$ cat config.mk
export PLATFORM = sky130hd
export DESIGN_NAME = pwm_packet_transmitter_flat
export DESIGN_NICKNAME = d
export VERILOG_FILES = /design/src/rtl/pwm_packet_transmitter_if.sv /design/src/rtl/pwm_packet_transmitter.sv /design/src/flat_wrapper.sv
export SDC_FILE = /design/constraint.sdc
export NUM_CORES = 1
export LEC_CHECK = 0
export ABC_AREA = 0
export CORE_MARGIN = 1.5
export CORE_UTILIZATION = 61
export DETAILED_ROUTE_END_ITERATION = 6
export PLACE_DENSITY_LB_ADDON = 0.15
export SETUP_SLACK_MARGIN = 0.4
export SLEW_MARGIN = 20
export SYNTH_ARGS = -nofsm -noshare
export SYNTH_HDL_FRONTEND = slang
export SYNTH_SLANG_ARGS = --single-unit
$ cat constraint.sdc
create_clock -name clk -period 3.55 [get_ports clk]
set_input_delay 0.71 -clock clk [delete_from_list [all_inputs] [get_ports clk]]
set_output_delay 0.71 -clock clk [all_outputs]
set_load 0.02 [all_outputs]
$ cat src/rtl/pwm_packet_transmitter_if.sv
// Handshake and differential line bundle for pwm_packet_transmitter.
// master = packet source side, slave = transmitter side.
interface pwm_packet_transmitter_if;
    logic       start;
    logic [3:0] data;
    logic       ready;
    logic       busy;
    logic       done;
    logic       TX_P;
    logic       TX_N;

    modport master (
        output start, data,
        input  ready, busy, done, TX_P, TX_N
    );

    modport slave (
        input  start, data,
        output ready, busy, done, TX_P, TX_N
    );
endinterface

$ cat src/rtl/pwm_packet_transmitter.sv
// Serialises a 4-bit word as one differential PWM packet: SOP(00), symbols MSB first, EOP(11).
// Optional feature macro: PWM_TX_PARITY_EN appends an even-parity symbol after bit 0.
module pwm_packet_transmitter #(
    parameter int unsigned SOP_LEN   = 100,
    parameter int unsigned EOP_LEN   = 100,
    parameter int unsigned SYM_LEN   = 20,
    parameter int unsigned BIT0_HIGH = 5,
    parameter int unsigned BIT1_HIGH = 13
) (
    input  logic                      clk,
    input  logic                      rst,
    pwm_packet_transmitter_if.slave   bus
);

    if (!(BIT0_HIGH > 0 && BIT0_HIGH < BIT1_HIGH && BIT1_HIGH < SYM_LEN) ||
        SOP_LEN < 1 || SOP_LEN > 255 || EOP_LEN < 1 || EOP_LEN > 255 ||
        SYM_LEN < 1 || SYM_LEN > 255) begin : g_param_check
        $error("pwm_packet_transmitter: illegal length parameters");
    end

`ifdef PWM_TX_PARITY_EN
    localparam int unsigned IDX_W = 3;
    localparam logic [IDX_W-1:0] LAST_IDX = 3'd4;

    // Symbol index 4..1 carries data[3..0]; index 0 is the parity symbol.
    function automatic logic sym_bit(input logic [3:0] d, input logic [IDX_W-1:0] idx);
        if (idx == '0)
            return ^d;
        return d[2'(idx - 3'd1)];
    endfunction
`else
    localparam int unsigned IDX_W = 2;
    localparam logic [IDX_W-1:0] LAST_IDX = 2'd3;

    function automatic logic sym_bit(input logic [3:0] d, input logic [IDX_W-1:0] idx);
        return d[idx];
    endfunction
`endif

    function automatic logic [7:0] high_len(input logic b);
        return b ? 8'(BIT1_HIGH) : 8'(BIT0_HIGH);
    endfunction

    typedef enum logic [2:0] {
        S_IDLE,
        S_SOP,
        S_SYM_HI,
        S_SYM_LO,
        S_EOP
    } state_t;

    state_t           r_state, w_state;
    logic [7:0]       r_cnt,   w_cnt;
    logic [IDX_W-1:0] r_idx,   w_idx;
    logic [3:0]       r_data,  w_data;
    logic             r_tx_p,  w_tx_p;
    logic             r_tx_n,  w_tx_n;
    logic             r_done,  w_done;
    logic             w_cur_bit;
    logic             w_next_bit;

    always_ff @(posedge clk or posedge rst) begin
        if (rst) begin
            r_state <= S_IDLE;
            r_cnt   <= '0;
            r_idx   <= '0;
            r_data  <= '0;
            r_tx_p  <= 1'b1;
            r_tx_n  <= 1'b1;
            r_done  <= 1'b0;
        end else begin
            r_state <= w_state;
            r_cnt   <= w_cnt;
            r_idx   <= w_idx;
            r_data  <= w_data;
            r_tx_p  <= w_tx_p;
            r_tx_n  <= w_tx_n;
            r_done  <= w_done;
        end
    end

    // Each phase loads its length-1 so the counter hits 0 on the phase's last cycle.
    always_comb begin
        w_state    = r_state;
        w_cnt      = r_cnt;
        w_idx      = r_idx;
        w_data     = r_data;
        w_tx_p     = r_tx_p;
        w_tx_n     = r_tx_n;
        w_done     = 1'b0;
        w_cur_bit  = sym_bit(r_data, r_idx);
        w_next_bit = sym_bit(r_data, IDX_W'(r_idx - 1'b1));

        case (r_state)
            S_IDLE: begin
                w_tx_p = 1'b1;
                w_tx_n = 1'b1;
                if (bus.start) begin
                    w_state = S_SOP;
                    w_data  = bus.data;
                    w_idx   = LAST_IDX;
                    w_cnt   = 8'(SOP_LEN - 1);
                    w_tx_p  = 1'b0;
                    w_tx_n  = 1'b0;
                end
            end
            S_SOP: begin
                if (r_cnt == '0) begin
                    w_state = S_SYM_HI;
                    w_cnt   = high_len(w_cur_bit) - 8'd1;
                    w_tx_p  = 1'b1;
                    w_tx_n  = 1'b0;
                end else begin
                    w_cnt = r_cnt - 8'd1;
                end
            end
            S_SYM_HI: begin
                if (r_cnt == '0) begin
                    w_state = S_SYM_LO;
                    w_cnt   = 8'(SYM_LEN) - high_len(w_cur_bit) - 8'd1;
                    w_tx_p  = 1'b0;
                    w_tx_n  = 1'b1;
                end else begin
                    w_cnt = r_cnt - 8'd1;
                end
            end
            S_SYM_LO: begin
                if (r_cnt == '0) begin
                    if (r_idx == '0) begin
                        w_state = S_EOP;
                        w_cnt   = 8'(EOP_LEN - 1);
                        w_tx_p  = 1'b1;
                        w_tx_n  = 1'b1;
                    end else begin
                        w_state = S_SYM_HI;
                        w_idx   = IDX_W'(r_idx - 1'b1);
                        w_cnt   = high_len(w_next_bit) - 8'd1;
                        w_tx_p  = 1'b1;
                        w_tx_n  = 1'b0;
                    end
                end else begin
                    w_cnt = r_cnt - 8'd1;
                end
            end
            S_EOP: begin
                if (r_cnt == '0) begin
                    w_state = S_IDLE;
                    w_done  = 1'b1;
                end else begin
                    w_cnt = r_cnt - 8'd1;
                end
            end
            default: begin
                w_state = S_IDLE;
                w_tx_p  = 1'b1;
                w_tx_n  = 1'b1;
            end
        endcase
    end

    assign bus.ready = (r_state == S_IDLE);
    assign bus.busy  = (r_state != S_IDLE);
    assign bus.done  = r_done;
    assign bus.TX_P  = r_tx_p;
    assign bus.TX_N  = r_tx_n;

endmodule
$ cat src/flat_wrapper.sv
// flat-port wrapper written by rule: the top's interface ports become plain ports
module pwm_packet_transmitter_flat 
#(
    parameter int unsigned SOP_LEN   = 100,
    parameter int unsigned EOP_LEN   = 100,
    parameter int unsigned SYM_LEN   = 20,
    parameter int unsigned BIT0_HIGH = 5,
    parameter int unsigned BIT1_HIGH = 13
)
  (clk, rst, bus_start, bus_data, bus_ready, bus_busy, bus_done, bus_TX_P, bus_TX_N);
  pwm_packet_transmitter_if bus_i ();
  input  logic clk;
  input  logic rst;
  input wire logic [$bits(bus_i.start)-1:0] bus_start;
  input wire logic [$bits(bus_i.data)-1:0] bus_data;
  output wire logic [$bits(bus_i.ready)-1:0] bus_ready;
  output wire logic [$bits(bus_i.busy)-1:0] bus_busy;
  output wire logic [$bits(bus_i.done)-1:0] bus_done;
  output wire logic [$bits(bus_i.TX_P)-1:0] bus_TX_P;
  output wire logic [$bits(bus_i.TX_N)-1:0] bus_TX_N;
  assign bus_i.start = bus_start;
  assign bus_i.data = bus_data;
  assign bus_ready = bus_i.ready;
  assign bus_busy = bus_i.busy;
  assign bus_done = bus_i.done;
  assign bus_TX_P = bus_i.TX_P;
  assign bus_TX_N = bus_i.TX_N;
  pwm_packet_transmitter #(.SOP_LEN(SOP_LEN), .EOP_LEN(EOP_LEN), .SYM_LEN(SYM_LEN), .BIT0_HIGH(BIT0_HIGH), .BIT1_HIGH(BIT1_HIGH)) u_core (.clk(clk), .rst(rst), .bus(bus_i));
endmodule
==> results.yml <==
outcome:
  status: "complete, no violations"
setup_path:
  r2r_slack_ns: 1.36
  arrival_ns: 2.05
  slowest_delay_ns: 0.60
  crit_path_top_delay_cell: "clkdlybuf4s50_1"
  worstPathRequired_ns: 2.84
  path_cells: "or3_1 > inv_1 > clkdlybuf4s50_1"
  path_class: "reg2out"
  endpoint_kind: "primary output"
  crit_path_start_kind: "flip-flop"
  r2r_end: "u_core.bus.TX_N"
  r2r_start: "u_core.r_cnt[0]"
  reg2reg_depth: 6
  worstPathMaxFanout: 18
yosys:
  syn_inst: 150
  yosys_warnings: 0
  synth_seq_cells: 20
  synth_top_area_share_pct: 33.5
  async_flop_share_pct: 100
  syn-mean-instance-area_um2: 8.96
  syn_nets: 159
  yosysSeqAreaShare_pct: 37.4
  synthFlopType: "dfrtp_1"
  synth_top_area_cell: "dfrtp_1"
  ys_types: 54
  synth_edf_count: 0
  syn_area_um2: 1340
  netlist_top_cells_area: "dfrtp_1 34%, nand2_1 5.0%, nor2_1 4.2%"
grt:
  grt_use_met2_pct: 46.0
  grt_start_max_net_pins: 21
  grt_use_met1_pct: 36.4
  antenna_found_initial: 0
  use_met3_pct: 3.64
  grt-busiest-layer: "met2"
  first_global_vias: 1082
  grt_overflow: 0
  grt_pass1_wl_um: 5140
  track_usage_pct: 27.8
sta:
  period_share_pct: 77.6
  tightest_slew_ns: 0.764
  rsz0062_at_grt: "false"
  fin_crit_ns: 2.76
  slew_viol_final: 0
  maxSlewHeadroom_pct: 49.0
  timing.fmax_mhz: 363
  setup_viol: 0
  hold_viol: 0
  setup_tns_ns: 0
  fin_skew_ns: 0.0142
floorplan:
  die_w_um: 49.9
  initial_core_util_pct: 66.5
  core_um2: 2020
  fp.dieH_um: 49.9
  core.rowCount: 16
  ios: 12
  design.die.area_um2: 2490
power_and_ir_drop:
  power_leakage_nw: 0.641
  max-vdd-ir-drop_mv: 0.586
  power.total_mw: 1.17
  p_per_area_nw_per_um2: 775
routing:
  wl_per_cell_um: 16.8
  vias: 1172
  drc: 0
  drtIter0Drc: 35
  viasPerCell: 6.37
  totalWireLength_um: 3100
  final_antenna_net_count: 0
  drt_pass1_iterations: 5
place:
  port_buffers: 11
  placed_area_um2: 1450
  gp_congestion: 0.840
  dp_hpwl_um: 2190
  place_inst: 180
min_path:
  min_to: "u_core.bus.TX_N"
  hold_path_depth: 1
  hold_path.startpoint: "u_core.bus.TX_N"
  hold_class: "reg2reg"
clocking:
  root_buffer: "clkbuf_4"
  cts_buffers: 3
  clk_latency_ns: 0.32
  cts.sinks: 20
  clk_pin_slew_ns: 0.11
  ctsHtreeMaxLevel: 1
  ctsResizeCount: 0
  clk_path_buf_depth: 2
  cts_tree: "done"
  post-cts-setup-buffer-count: 0
  cts_hold_buf: 0
cells_and_area:
  fin_cells: 184
  syn2layout_area_growth_pct: 12.1
  fin_nets: 167
  fin_area_um2: 1510
  fill_cells: 158
  antenna_cells: 0
  drive_above_1_share_pct: 12.7
  most-common-layout-cells: "18 x nand2_1, 18 x dfrtp_1, 15 x nor2_1, 11 x clkdlybuf4s50_1, 9 x inv_1"
flow_run:
  maxCapViolations: 0
worst max path at each step:
stage	endpoint	cells past startpoint	slack [ns]	from
2_1_floorplan	bus_ready	3	1.68	u_core.r_state[0]
3_3_place_gp	bus_ready	3	1.20	u_core.r_state[0]
3_5_place_dp	bus_ready	3	1.15	u_core.r_state[0]
4_1_cts	bus_ready	3	0.78	u_core.r_state[0]
5_1_grt	bus_ready	3	0.69	u_core.r_state[0]
6_report	bus_ready	3	0.79	u_core.r_state[0]
worst max-delay path, delay by kind of cell, from the launching register on:
family,cells,cell delay [ns]
AND/OR/NAND/NOR,1,0.47
flip-flops,1,0.57
buffers and inverters,2,0.70
area by class of cell:
type / count / area (µm²) / share of cell area [%]
Clock buffer: 3 / 22.5 / 1.50
Clock inverter: 1 / 30.0 / 1.99
Tap cell: 27 / 33.8 / 2.24
Inverter: 9 / 33.8 / 2.24
Multi-Input combinational cell: 113 / 773 / 51.3
Sequential cell: 20 / 503 / 33.4
Timing Repair Buffer: 11 / 110 / 7.31
per-stage QoR:
step	worst slack [ns]	hold WS, ns	utilization [%]
6_report	0.794	0.522	74.5
5_1_grt	0.692	0.548	74.5
4_1_cts	0.781	0.527	74.5
3_5_place_dp	1.15	0.498	71.9
3_3_place_gp	1.20	0.486	71.9
2_1_floorplan	1.68	0.457	-
logic make-up after synthesis:
kind of cell	synth area share, %
adder cells (fa/ha/maj)	1.86
AO/OA/AOI/OAI	23.1
AND/OR/NAND/NOR	27.8
XOR/XNOR	0.652
multiplexers	4.10
buffers and inverters	5.03
flip-flops	37.4
cell usage after synthesis (2+ instances only):
| cell | instances |
|---|---|
| o2bb2ai_1 | 3 |
| o22ai_1 | 2 |
| buf_2 | 3 |
| a31oi_1 | 4 |
| o21ai_0 | 3 |
| a221oi_1 | 2 |
| dfrtp_1 | 18 |
| or2_2 | 2 |
| dfstp_2 | 2 |
| nand2b_1 | 3 |
| inv_1 | 9 |
| and2_1 | 4 |
| a21oi_1 | 7 |
| or3_1 | 2 |
| nor2_1 | 15 |
| mux4_2 | 2 |
| clkbuf_1 | 5 |
| a21o_1 | 2 |
| nand3_1 | 3 |
| nor3_1 | 7 |
| ha_1 | 2 |
| nand2_1 | 18 |
where the power goes:
group / internal (mW) / switching [mW] / total (mW)
sequential: 0.329 / 0.144 / 0.473
clock: 0.114 / 0.0800 / 0.194
combinational: 0.248 / 0.252 / 0.500
flip-flops by register name, summed over array words and instances, names as in the netlist:
register / cells
u_core.r_cnt: 8
u_core.r_state: 3
u_core.r_data: 4
u_core.bus.TX_N: 1
u_core.bus.TX_P: 1
u_core.bus.done: 1
u_core.r_idx: 2
layer usage:
metal	vias to the layer above	share of wire, %
li1	564	-
met1	572	45
met2	31	49
met3	5	4.5
met4	0	1.5
met5	-	0
No activity file was read; power rests on OpenSTA's default activity.
==> patch: new RTL, same flow settings <==
`r_data` no longer has a reset.
--- a/src/rtl/pwm_packet_transmitter.sv
+++ b/src/rtl/pwm_packet_transmitter.sv
@@ -66,3 +66,2 @@
             r_idx   <= '0;
-            r_data  <= '0;
             r_tx_p  <= 1'b1;
@@ -74,3 +73,2 @@
             r_idx   <= w_idx;
-            r_data  <= w_data;
             r_tx_p  <= w_tx_p;
@@ -79,2 +77,6 @@
         end
+    end
+
+    always_ff @(posedge clk) begin
+        r_data <= w_data;
     end
Check against the original RTL: same outputs for any inputs over 10 cycles, from zero or initial values and one cycle with rst high; that may be too few to reach the edited logic, so the function may still have changed.
==> patch against the original RTL <==
Area after synthesis increased by 1.3%. Largest power group unchanged. Largest cell class unchanged. Maximum frequency decreased by 1.7%. Sequential cell count unchanged. Design area decreased by 2.6%. Combinational power decreased by 9.2%. Worst setup slack got worse by 0.047 ns. Global-route usage decreased by 0.92 points. Wire length decreased by 6.4%. Die area increased by 1.2%. Total power decreased by 14%. Highest routed layer unchanged.
==> patch: results <==
export IMPL_p_leak_nw=0.604
export IMPL_grtUsageTotal_pct=26.8
export IMPL_reg2reg_depth=7
export IMPL_synth_area_leaders="dfrtp_1, edfxtp_1, nor2_1"
export IMPL_hpwl_mm=2.12
export IMPL_drtIter0Drc=44
export IMPL_synthFlopType="dfrtp_1"
export IMPL_viasPerCell=6.38
export IMPL_finalClockSkew_ns=0.00545
export IMPL_synth_fp_nets=160
export IMPL_dp_cells=181
export IMPL_whs_ns=0.531
export IMPL_synth_edff_count=4
export IMPL_ys_async_sr_fraction_pct=80.0
export IMPL_final_nets=168
export IMPL_grt_pass1_vias=1150
export IMPL_seq_area_frac_synth_pct=38.4
export IMPL_yosys_area_top_type_share_pct=25.7
export IMPL_grt_first_pass_wirelength_mm=5.15
export IMPL_yosys_top_cells_count="nor2_1, dfrtp_1, a21oi_1, inv_1, nand2_1"
export IMPL_layout_drive_gt1_share_pct=8.86
export IMPL_arrival_ns=2.09
export IMPL_finalNonFillerCells=185
export IMPL_peakVddDrop_v=0.000497
export IMPL_wl_per_cell_um=15.7
export IMPL_r2r_end="u_core.r_cnt[2]"
export IMPL_status="finished clean"
export IMPL_gp_congestion=0.873
export IMPL_grt_overflow=0
export IMPL_maxSlewHeadroom_pct=58.1
export IMPL_cts_resized=0
export IMPL_first_pass_iters=4
export IMPL_port_buffers=11
export IMPL_rrSetupSlack_ns=0.90
export IMPL_p_int_mw=0.580
export IMPL_synth_area_per_cell_um2=9.02
==> patch: cell types whose count changed after synthesis, moves of 4 or more <==
cell / unedited run / this run
nand2_1: 18 / 9
a21oi_1: 7 / 12
nor2_1: 15 / 20
o21ai_0: 3 / 8
dfrtp_1: 18 / 14
edfxtp_1: 0 / 4
==> patch: layout make-up <==
| type | count | area (µm²) |
|---|---|---|
| well taps | 27 | 33.8 |
| inverters | 10 | 37.5 |
| fillers | 153 | 554 |
| clock inverters | 1 | 3.75 |
| multi-input cells | 113 | 737 |
| repair buffers | 11 | 110 |
| flip-flops and latches | 20 | 523 |
| clock buffers | 3 | 22.5 |
==> patch: power by group through the flow <==
| stage | logic, mW | registers (mW) | clock network (mW) |
|---|---|---|---|
| floorplan | 0.379 | 0.398 | 0 |
| global placement | 0.434 | 0.426 | 0 |
| detailed placement | 0.449 | 0.434 | 0 |
| CTS | 0.453 | 0.430 | 0.113 |
| global route | 0.509 | 0.446 | 0.124 |
| finish | 0.454 | 0.431 | 0.113 |
==> patch: how the worst max path moves through the flow <==
stage,start,endpoint,slack (ns),depth (start not counted)
3_3_place_gp,u_core.r_cnt[0],u_core.r_cnt[2],1.07,7
4_1_cts,u_core.r_state[2],bus_ready,0.75,3
6_report,u_core.r_state[2],bus_ready,0.75,3
2_1_floorplan,u_core.r_cnt[0],u_core.r_cnt[2],1.58,8
5_1_grt,u_core.r_state[2],bus_ready,0.68,3
3_5_place_dp,u_core.r_cnt[0],u_core.r_cnt[2],0.92,7
==> patch: cell families (layout without fill, tap and decap cells) <==
family	after synthesis	count (layout)	synth area share, %
DFF	20	20	38.4
adders and majority gates	2	2	1.84
AOI/OAI and AO/OA	46	46	22.9
xor gates and xnor gates	3	3	1.93
buffers and inverters	18	25	7.44
muxes	3	3	4.04
and+or+nand+nor	59	59	23.4
==> patch: worst max-delay path: stages (launching register included) <==
cell and delay [ns]:
dfrtp_1 0.59, or3_1 0.52, inv_1 0.08, clkdlybuf4s50_1 0.59
==> patch: per-stage QoR <==
stage               area [µm²]  setup slack (ns)
floorplan                 1360              1.58
global placement          1440              1.07
detailed placement        1440             0.920
CTS                       1470             0.754
global route              1470             0.677
finish                    1470             0.748
==> patch: layer usage <==
layer,global-route usage (%),part of all wire [%]
met5,0,0
met4,7.87,1.0
met3,5.36,5.7
met2,44.3,49
met1,35.6,44
